File: config.mk
export PLATFORM = sky130hd
export DESIGN_NAME = uart_decode
export DESIGN_NICKNAME = d
export VERILOG_FILES = /design/src/rtl/uart_pkg.sv /design/src/rtl/uart_rx_frame.sv /design/src/rtl/uart_decode.sv
export SDC_FILE = /design/constraint.sdc
export NUM_CORES = 1
export LEC_CHECK = 0
export CORE_MARGIN = 10
export CORE_UTILIZATION = 55
export CTS_CLUSTER_DIAMETER = 200
export DETAILED_ROUTE_END_ITERATION = 12
export GPL_TIMING_DRIVEN = 0
export MAX_ROUTING_LAYER = met4
export PLACE_DENSITY = 0.89
export SLEW_MARGIN = 5
export SYNTH_ARGS = -nofsm -noshare
export SYNTH_HDL_FRONTEND = slang
export SYNTH_SLANG_ARGS = --single-unit
File: constraint.sdc
create_clock -name clk_baud -period 3.62 [get_ports clk_baud]
set_input_delay 0.905 -clock clk_baud [delete_from_list [all_inputs] [get_ports clk_baud]]
set_output_delay 0.905 -clock clk_baud [all_outputs]
set_load 0.05 [all_outputs]
File: src/rtl/uart_pkg.sv
`default_nettype none
// ============================================================================
//  Module      : uart_pkg
//  Description : Shared definitions for the UART receive path. This package
//                holds the frame constants, the receiver state encoding and
//                the even-parity helper.
//  Contents    : UART_* constants, uart_rx_state_t, uart_parity()
//  Revision    : 1.0 - initial release
// ============================================================================
package uart_pkg;

   localparam int   UART_FRAME_BITS  = 11;    // start + 8 data + parity + stop
   localparam int   UART_DATA_BITS   = 8;
   localparam logic UART_START_LEVEL = 1'b1;
   localparam logic UART_STOP_LEVEL  = 1'b1;
   localparam logic UART_IDLE_LEVEL  = 1'b0;

   typedef enum logic [2:0] {
      IDLE      = 3'd0,
      START     = 3'd1,
      DATA      = 3'd2,
      PARITY    = 3'd3,
      STOP      = 3'd4,
      WAIT_IDLE = 3'd5
   } uart_rx_state_t;

   // XOR reduction of a data byte. A frame has good even parity when this
   // value XOR the received parity bit is 0.
   function automatic logic uart_parity(input logic [7:0] data_byte);
      return ^data_byte;
   endfunction

endpackage : uart_pkg
`default_nettype wire

File: src/rtl/uart_rx_frame.sv
`default_nettype none
// ============================================================================
//  Module      : uart_rx_frame
//  Description : Single-frame UART deserializer. It synchronizes rx, detects
//                the rising start edge and samples each bit at mid-bit. It
//                checks parity and the stop level, then reports the result as
//                single-cycle strobes that are valid during the stop-bit
//                sample cycle.
//  Ports       : clk_baud    in   oversampled bit clock
//                rst         in   asynchronous active-high reset
//                rx          in   raw serial line (idle 0)
//                data        out  received byte (meaningful with frame_end)
//                data_valid  out  strobe: good byte (parity and stop ok)
//                parity_err  out  strobe: parity mismatch
//                frame_err   out  strobe: stop bit 0 or false start
//                frame_end   out  strobe: a complete frame was sampled
//  Revision    : 1.0 - initial release
// ============================================================================
module uart_rx_frame
   import uart_pkg::*;
#(
   parameter int OVERSAMPLE = 16
) (
   input  logic       clk_baud,
   input  logic       rst,
   input  logic       rx,
   output logic [7:0] data,
   output logic       data_valid,
   output logic       parity_err,
   output logic       frame_err,
   output logic       frame_end
);

   localparam int CNT_W = $clog2(OVERSAMPLE);
   localparam logic [CNT_W-1:0] MID_CNT  = CNT_W'(OVERSAMPLE / 2 - 1);
   localparam logic [CNT_W-1:0] LAST_CNT = CNT_W'(OVERSAMPLE - 1);
   localparam logic [2:0]       LAST_BIT = 3'(UART_DATA_BITS - 1);

   logic           rx_meta;
   logic           rx_sync;
   logic           rx_prev;
   uart_rx_state_t state;
   uart_rx_state_t state_next;
   logic [CNT_W-1:0] cnt;
   logic [CNT_W-1:0] cnt_next;
   logic [2:0]     bit_cnt;
   logic [2:0]     bit_cnt_next;
   logic [7:0]     shreg;
   logic [7:0]     shreg_next;
   logic           par_bit;
   logic           par_bit_next;
   logic           stop_ok;
   logic           par_bad;

   // ---------------------------------------------------------------------
   // Synchronizer plus one delayed copy for start-edge detection
   // ---------------------------------------------------------------------
   always_ff @(posedge clk_baud or posedge rst) begin
      if (rst) begin
         rx_meta <= 1'b0;
         rx_sync <= 1'b0;
         rx_prev <= 1'b0;
      end else begin
         rx_meta <= rx;
         rx_sync <= rx_meta;
         rx_prev <= rx_sync;
      end
   end

   // ---------------------------------------------------------------------
   // State and datapath registers
   // ---------------------------------------------------------------------
   always_ff @(posedge clk_baud or posedge rst) begin
      if (rst) begin
         state   <= IDLE;
         cnt     <= '0;
         bit_cnt <= '0;
         shreg   <= '0;
         par_bit <= 1'b0;
      end else begin
         state   <= state_next;
         cnt     <= cnt_next;
         bit_cnt <= bit_cnt_next;
         shreg   <= shreg_next;
         par_bit <= par_bit_next;
      end
   end

   assign stop_ok = (rx_sync == UART_STOP_LEVEL);
   assign par_bad = uart_parity(shreg) ^ par_bit;
   assign data    = shreg;

   // ---------------------------------------------------------------------
   // Next-state and strobe logic
   // ---------------------------------------------------------------------
   always_comb begin
      state_next   = state;
      cnt_next     = cnt + CNT_W'(1);
      bit_cnt_next = bit_cnt;
      shreg_next   = shreg;
      par_bit_next = par_bit;
      data_valid   = 1'b0;
      parity_err   = 1'b0;
      frame_err    = 1'b0;
      frame_end    = 1'b0;

      case (state)
         IDLE: begin
            cnt_next = '0;
            if (rx_sync && !rx_prev) begin
               state_next = START;
            end
         end

         START: begin
            if (cnt == MID_CNT) begin
               // The counter is restarted here, so every later sample
               // lands one full bit time later at LAST_CNT (mid-bit).
               cnt_next     = '0;
               bit_cnt_next = '0;
               if (rx_sync == UART_START_LEVEL) begin
                  state_next = DATA;
               end else begin
                  frame_err  = 1'b1;
                  state_next = IDLE;
               end
            end
         end

         DATA: begin
            if (cnt == LAST_CNT) begin
               cnt_next     = '0;
               shreg_next   = {rx_sync, shreg[7:1]};   // LSB arrives first
               bit_cnt_next = bit_cnt + 3'd1;
               if (bit_cnt == LAST_BIT) begin
                  state_next = PARITY;
               end
            end
         end

         PARITY: begin
            if (cnt == LAST_CNT) begin
               cnt_next     = '0;
               par_bit_next = rx_sync;
               state_next   = STOP;
            end
         end

         STOP: begin
            if (cnt == LAST_CNT) begin
               cnt_next   = '0;
               frame_end  = 1'b1;
               frame_err  = !stop_ok;
               parity_err = par_bad;
               data_valid = stop_ok && !par_bad;
               state_next = WAIT_IDLE;
            end
         end

         WAIT_IDLE: begin
            cnt_next = '0;
            if (rx_sync == UART_IDLE_LEVEL) begin
               state_next = IDLE;
            end
         end

         default: begin
            cnt_next   = '0;
            state_next = IDLE;
         end
      endcase
   end

endmodule : uart_rx_frame
`default_nettype wire

File: src/rtl/uart_decode.sv
`default_nettype none
// ============================================================================
//  Module      : uart_decode
//  Description : UART receive framing stage. It decodes 11-bit frames through
//                uart_rx_frame and assembles good bytes, most-significant
//                first, into a PACKET_SIZE-bit packet. The packet is then
//                offered to the consumer with a valid/ack handshake.
//  Ports       : clk_baud      in   oversampled bit clock (sole clock)
//                rst           in   asynchronous active-high reset
//                rx            in   serial line, idle 0
//                sys_packet    out  assembled packet, stable while valid
//                packet_valid  out  packet available until acknowledged
//                packet_ack    in   consumer accepts packet
//                byte_out      out  last good data byte
//                byte_valid    out  one-cycle pulse per good byte
//                parity_err    out  one-cycle pulse on parity mismatch
//                frame_err     out  one-cycle pulse on bad stop/false start
//                overrun       out  sticky: packet dropped while one pending
//  Revision    : 1.0 - initial release
// ============================================================================
module uart_decode
   import uart_pkg::*;
#(
   parameter int PACKET_SIZE = 32,
   parameter int OVERSAMPLE  = 16
) (
   input  logic                   clk_baud,
   input  logic                   rst,
   input  logic                   rx,
   output logic [PACKET_SIZE-1:0] sys_packet,
   output logic                   packet_valid,
   input  logic                   packet_ack,
   output logic [7:0]             byte_out,
   output logic                   byte_valid,
   output logic                   parity_err,
   output logic                   frame_err,
   output logic                   overrun
);

   localparam int NUM_BYTES = PACKET_SIZE / 8;
   localparam int IDX_W     = (NUM_BYTES > 1) ? $clog2(NUM_BYTES) : 1;
   localparam logic [IDX_W-1:0] LAST_IDX = IDX_W'(NUM_BYTES - 1);

   logic [7:0]             rx_data;
   logic                   rx_valid;
   logic                   rx_perr;
   logic                   rx_ferr;
   logic                   rx_end;
   logic [IDX_W-1:0]       idx;
   logic [PACKET_SIZE-1:0] asm_buf;
   logic [PACKET_SIZE-1:0] asm_next;
   logic                   last_byte;
   logic                   can_publish;

   uart_rx_frame #(
      .OVERSAMPLE (OVERSAMPLE)
   ) u_rx_frame (
      .clk_baud   (clk_baud),
      .rst        (rst),
      .rx         (rx),
      .data       (rx_data),
      .data_valid (rx_valid),
      .parity_err (rx_perr),
      .frame_err  (rx_ferr),
      .frame_end  (rx_end)
   );

   // Assembly buffer with the incoming byte merged into the slot selected
   // by idx; byte 0 occupies the most-significant position.
   always_comb begin
      asm_next = asm_buf;
      for (int b = 0; b < NUM_BYTES; b++) begin
         if (idx == IDX_W'(b)) begin
            asm_next[PACKET_SIZE-8-8*b +: 8] = rx_data;
         end
      end
   end

   assign last_byte   = (idx == LAST_IDX);
   // A finished packet may replace sys_packet only if the slot is free or
   // is being acknowledged in this very cycle.
   assign can_publish = !packet_valid || packet_ack;

   always_ff @(posedge clk_baud or posedge rst) begin
      if (rst) begin
         sys_packet   <= '0;
         packet_valid <= 1'b0;
         byte_out     <= '0;
         byte_valid   <= 1'b0;
         parity_err   <= 1'b0;
         frame_err    <= 1'b0;
         overrun      <= 1'b0;
         idx          <= '0;
         asm_buf      <= '0;
      end else begin
         byte_valid <= rx_valid;
         parity_err <= rx_perr;
         frame_err  <= rx_ferr;

         if (packet_valid && packet_ack) begin
            packet_valid <= 1'b0;
         end

         // A false start raises frame_err without frame_end, so it leaves
         // the byte index alone; a bad complete frame abandons the packet.
         if (rx_end) begin
            if (rx_valid) begin
               byte_out <= rx_data;
               asm_buf  <= asm_next;
               if (last_byte) begin
                  idx <= '0;
                  if (can_publish) begin
                     sys_packet   <= asm_next;
                     packet_valid <= 1'b1;
                  end else begin
                     overrun <= 1'b1;
                  end
               end else begin
                  idx <= idx + IDX_W'(1);
               end
            end else begin
               idx <= '0;
            end
         end
      end
   end

endmodule : uart_decode
`default_nettype wire

==> impl_results.md <==
* Hold_ws at 0.364 ns
* DRC viols at 0
* Clk_lat worst skew at 0.36 ns
* DRT Pass-1 Iters at 4
* Max-slew headroom at 0.546
* Max frequency at 0.405 GHz
* Pwr Total at 0.00238 W
* Peak VDD IR at approximately 0.00037 V
* Min-Delay Path Depth at 0
* Seq/Total Area, Yosys at 0.567
* Maximum root-to-sink buffer count at 2
* Port-buffer cells at between 40 and 50
* HPWL reported at the end of detailed placement at between 6 and 7 mm
* Leading area contributor after synthesis: dfrtp_1
* Largest net degree at the start of global routing at 60
* CTS clk-pin slew, worst paths at around 0.090 ns
* Cell Chain, Critical Path: xor3_1 > or4_1 > mux2_4 > inv_6 > nand3_4 > buf_6 > mux2_4
* YS warnings at 0
* Gpl congestion at roughly 0.83
* Hold path start: u_rx_frame.rx_meta$_DFF_PP0_
* Post-DR vias/cell at 5.66
* H-tree depth at 3
* Comb pwr share at 0.166
* Gr ovfl total at 0
* WP data arrival at between 2 and 3 ns
* Final Max Slew Viols at 0
* Antenna Nets Post-Route at 0
* Reg2reg setup slack at 1.15 ns
* Nets at 414
* Initial Util at 0.566
* Area of the core at 7250 sq um
* Clk sinks at 93
* Unrepaired setup endpoints after global routing: false
* CP max FO at 10
* Max incr delay on CP at 0.50 ns
* Hold WC Path Type: reg2reg
* Die height at 106 um
* Synth area leaders: dfrtp_1 (57%), mux2_2 (9.3%), o21ai_0 (6.5%)
* Resize count post-CTS at 0
* R2R Path Start: u_rx_frame.data[1]$_DFFE_PP0P_
* Hold Fails Final Rpt at 0
* Setup violations, final at 0
* Share of cells above drive strength 1 at 0.169
* Chip Width at 106 um
* Net Sw Power at 0.000654 W
* Worst endpoint required time at 3.88 ns
* First-pass GRT wire length at 15.1 mm
* Syn Inst Count at 343
* Row count at 31
* Synthesis-to-layout area growth at 21.4%
* Initial antenna violation count at 0
* Sw Share at 0.275
* CTS root buf: clkbuf_8
* Critical path class: reg2reg
* Unique cell type count in the Yosys netlist at 40
* Mapped cell area at 4100 sq um
* Fin worst setup slack at 1.15 ns
* Clock network power share at 0.348
* Period utilisation layout at 0.682
* Most frequent CP cell: mux2_4
* Leakage at 2.32 nW
* Gr usage total at 0.170
* Asr flop ratio synth at 1.00
* Commonest non-fill, non-tap cell in the layout: dfrtp_1
* Startpoint types: register
* Setup crit end kind: register
* Status: completed
* Synthesized flop and latch total at 93
* Pre-CTS setup slack at 1.12 ns
* Drt total wl at around 9.2 mm
* Num CTS Buffers at 9
* Vias in the first global route at 2,983
* Postcts setup bufs at 0
* Hold Crit Endpoint: u_rx_frame.rx_sync$_DFF_PP0_
* CTS tree: yes
* Hold-fix buffers, CTS at 0
* Max cap viols at 0
* Crit-path slowest cell: xor3_1
* RR Endpoint: sys_packet[0]$_DFFE_PP0P_
* Main synth FF type: dfrtp_1
* Antenna diodes at 0
* Clock skew at 0.0121 ns
* Via Count at 2,869
* Detailed-route wire length per cell at ~18 um
* Fin crit period at around 2.5 ns
* Post-synth EDFFs at 0
* Iteration-0 DRC count of the detailed router at 170
* Syn_nets at 354
* Worst-margin pin slew at 0.682 ns
* Mapped Avg Cell Area at 12.0 sq um
* Share of power burned in registers at 0.486
* Most frequent cells in the layout: dfrtp_1 (93), o21ai_0 (53), clkdlybuf4s50_1 (48), nand2_1 (36), mux2_2 (34)
* I/O Pins at 49
* PwrDens at between 400 and 500 nW/um^2
* Die Area at around 11,000 sq um
* Int Pwr at 0.00173 W
* Post-synth top area share at 0.567
* R2r worst-path depth at 7
## Yosys cell counts, types with 2 or more instances
cell / instances
ha_1: 7
inv_1: 5
and2_1: 2
mux2i_1: 24
buf_1: 3
o22ai_1: 2
a22o_1: 3
o31ai_1: 4
nor2b_1: 4
dfrtp_1: 93
xnor2_1: 2
nand3_1: 3
nand2_1: 36
buf_2: 2
a31oi_1: 3
o21ai_0: 53
xor2_1: 4
nand4_1: 2
mux2_4: 7
clkbuf_1: 19
nand2_2: 4
mux2_2: 34
nand2b_1: 4
nor2_1: 7
## power by group through the flow
| stage | Sequential (W) | Clock [W] | Combinational, W |
|---|---|---|---|
| detailed placement | 0.00117 | 0 | 0.000388 |
| floorplan | 0.00116 | 0 | 0.000302 |
| CTS | 0.00116 | 0.000836 | 0.000394 |
| global placement | 0.00117 | 0 | 0.000363 |
| finish | 0.00116 | 0.000830 | 0.000395 |
| global route | 0.00116 | 0.000884 | 0.000440 |
## worst max-delay path by stage
stage,startpoint,cells after the start,endpoint
6_report,u_rx_frame.data[1]$_DFFE_PP0P_,7,sys_packet[0]$_DFFE_PP0P_
5_1_grt,u_rx_frame.data[1]$_DFFE_PP0P_,7,sys_packet[26]$_DFFE_PP0P_
4_1_cts,byte_out[4]$_DFFE_PP0P_,1,byte_out[4]
3_5_place_dp,packet_ack,6,sys_packet[14]$_DFFE_PP0P_
3_3_place_gp,rst,2,sys_packet[0]$_DFFE_PP0P_
2_1_floorplan,rst,1,asm_buf[10]$_DFFE_PP0P_
## area by class of cell
type,count,area (sq um)
clock inverter,7,121
clock buffer,9,124
sequential,93,2330
tap,99,124
buffer,25,104
inverter,6,30.0
timing repair buffer,49,508
multi-input combinational,219,1650
fill,525,2270
## worst max-delay path: cells and delay by family, from the launching register on
kind	cells	cell delay, ns
DFF	1	0.41
buffers and inverters	2	0.29
and+or+nand+nor	2	0.52
muxes	2	0.64
xor gates and xnor gates	1	0.50
## per-layer routing
layer | vias up | wire length [um] | track usage
met4 | 0 | 261 | 0.0793
met1 | 1449 | 3750 | 0.193
met3 | 24 | 444 | 0.0380
met2 | 80 | 4760 | 0.280
met5 | - | 0 | -
li1 | 1316 | - | -
## state kept, by name (all words and copies together) (netlist names)
register and count:
u_rx_frame.cnt 4, frame_err 1, overrun 1, asm_buf 24
idx 2, u_rx_frame.rx_sync 1, byte_valid 1, sys_packet 32
u_rx_frame.rx_meta 1, u_rx_frame.bit_cnt 3, u_rx_frame.state 3, parity_err 1
packet_valid 1, u_rx_frame.data 8, u_rx_frame.par_bit 1, byte_out 8
u_rx_frame.rx_prev 1
## stage by stage
step,util,TNS (ns),std cells,area (sq um)
finish,0.687,0,507,4980
global route,0.687,0,507,4980
CTS,0.687,0,507,4980
detailed placement,0.653,0,491,4740
global placement,0.649,-88.35,490,4710
floorplan,-,0,343,4100
## logic make-up (layout without fill, tap and decap cells)
logic type	Yosys count	after routing	synth area share
AOI/OAI and AO/OA	70	70	0.0951
xor gates and xnor gates	8	8	0.0241
adders and majority gates	7	7	0.0213
buffers and inverters	31	96	0.0320
DFF	93	93	0.567
muxes	65	65	0.177
and+or+nand+nor	69	69	0.0829
No activity file was read; power rests on OpenSTA's default activity.
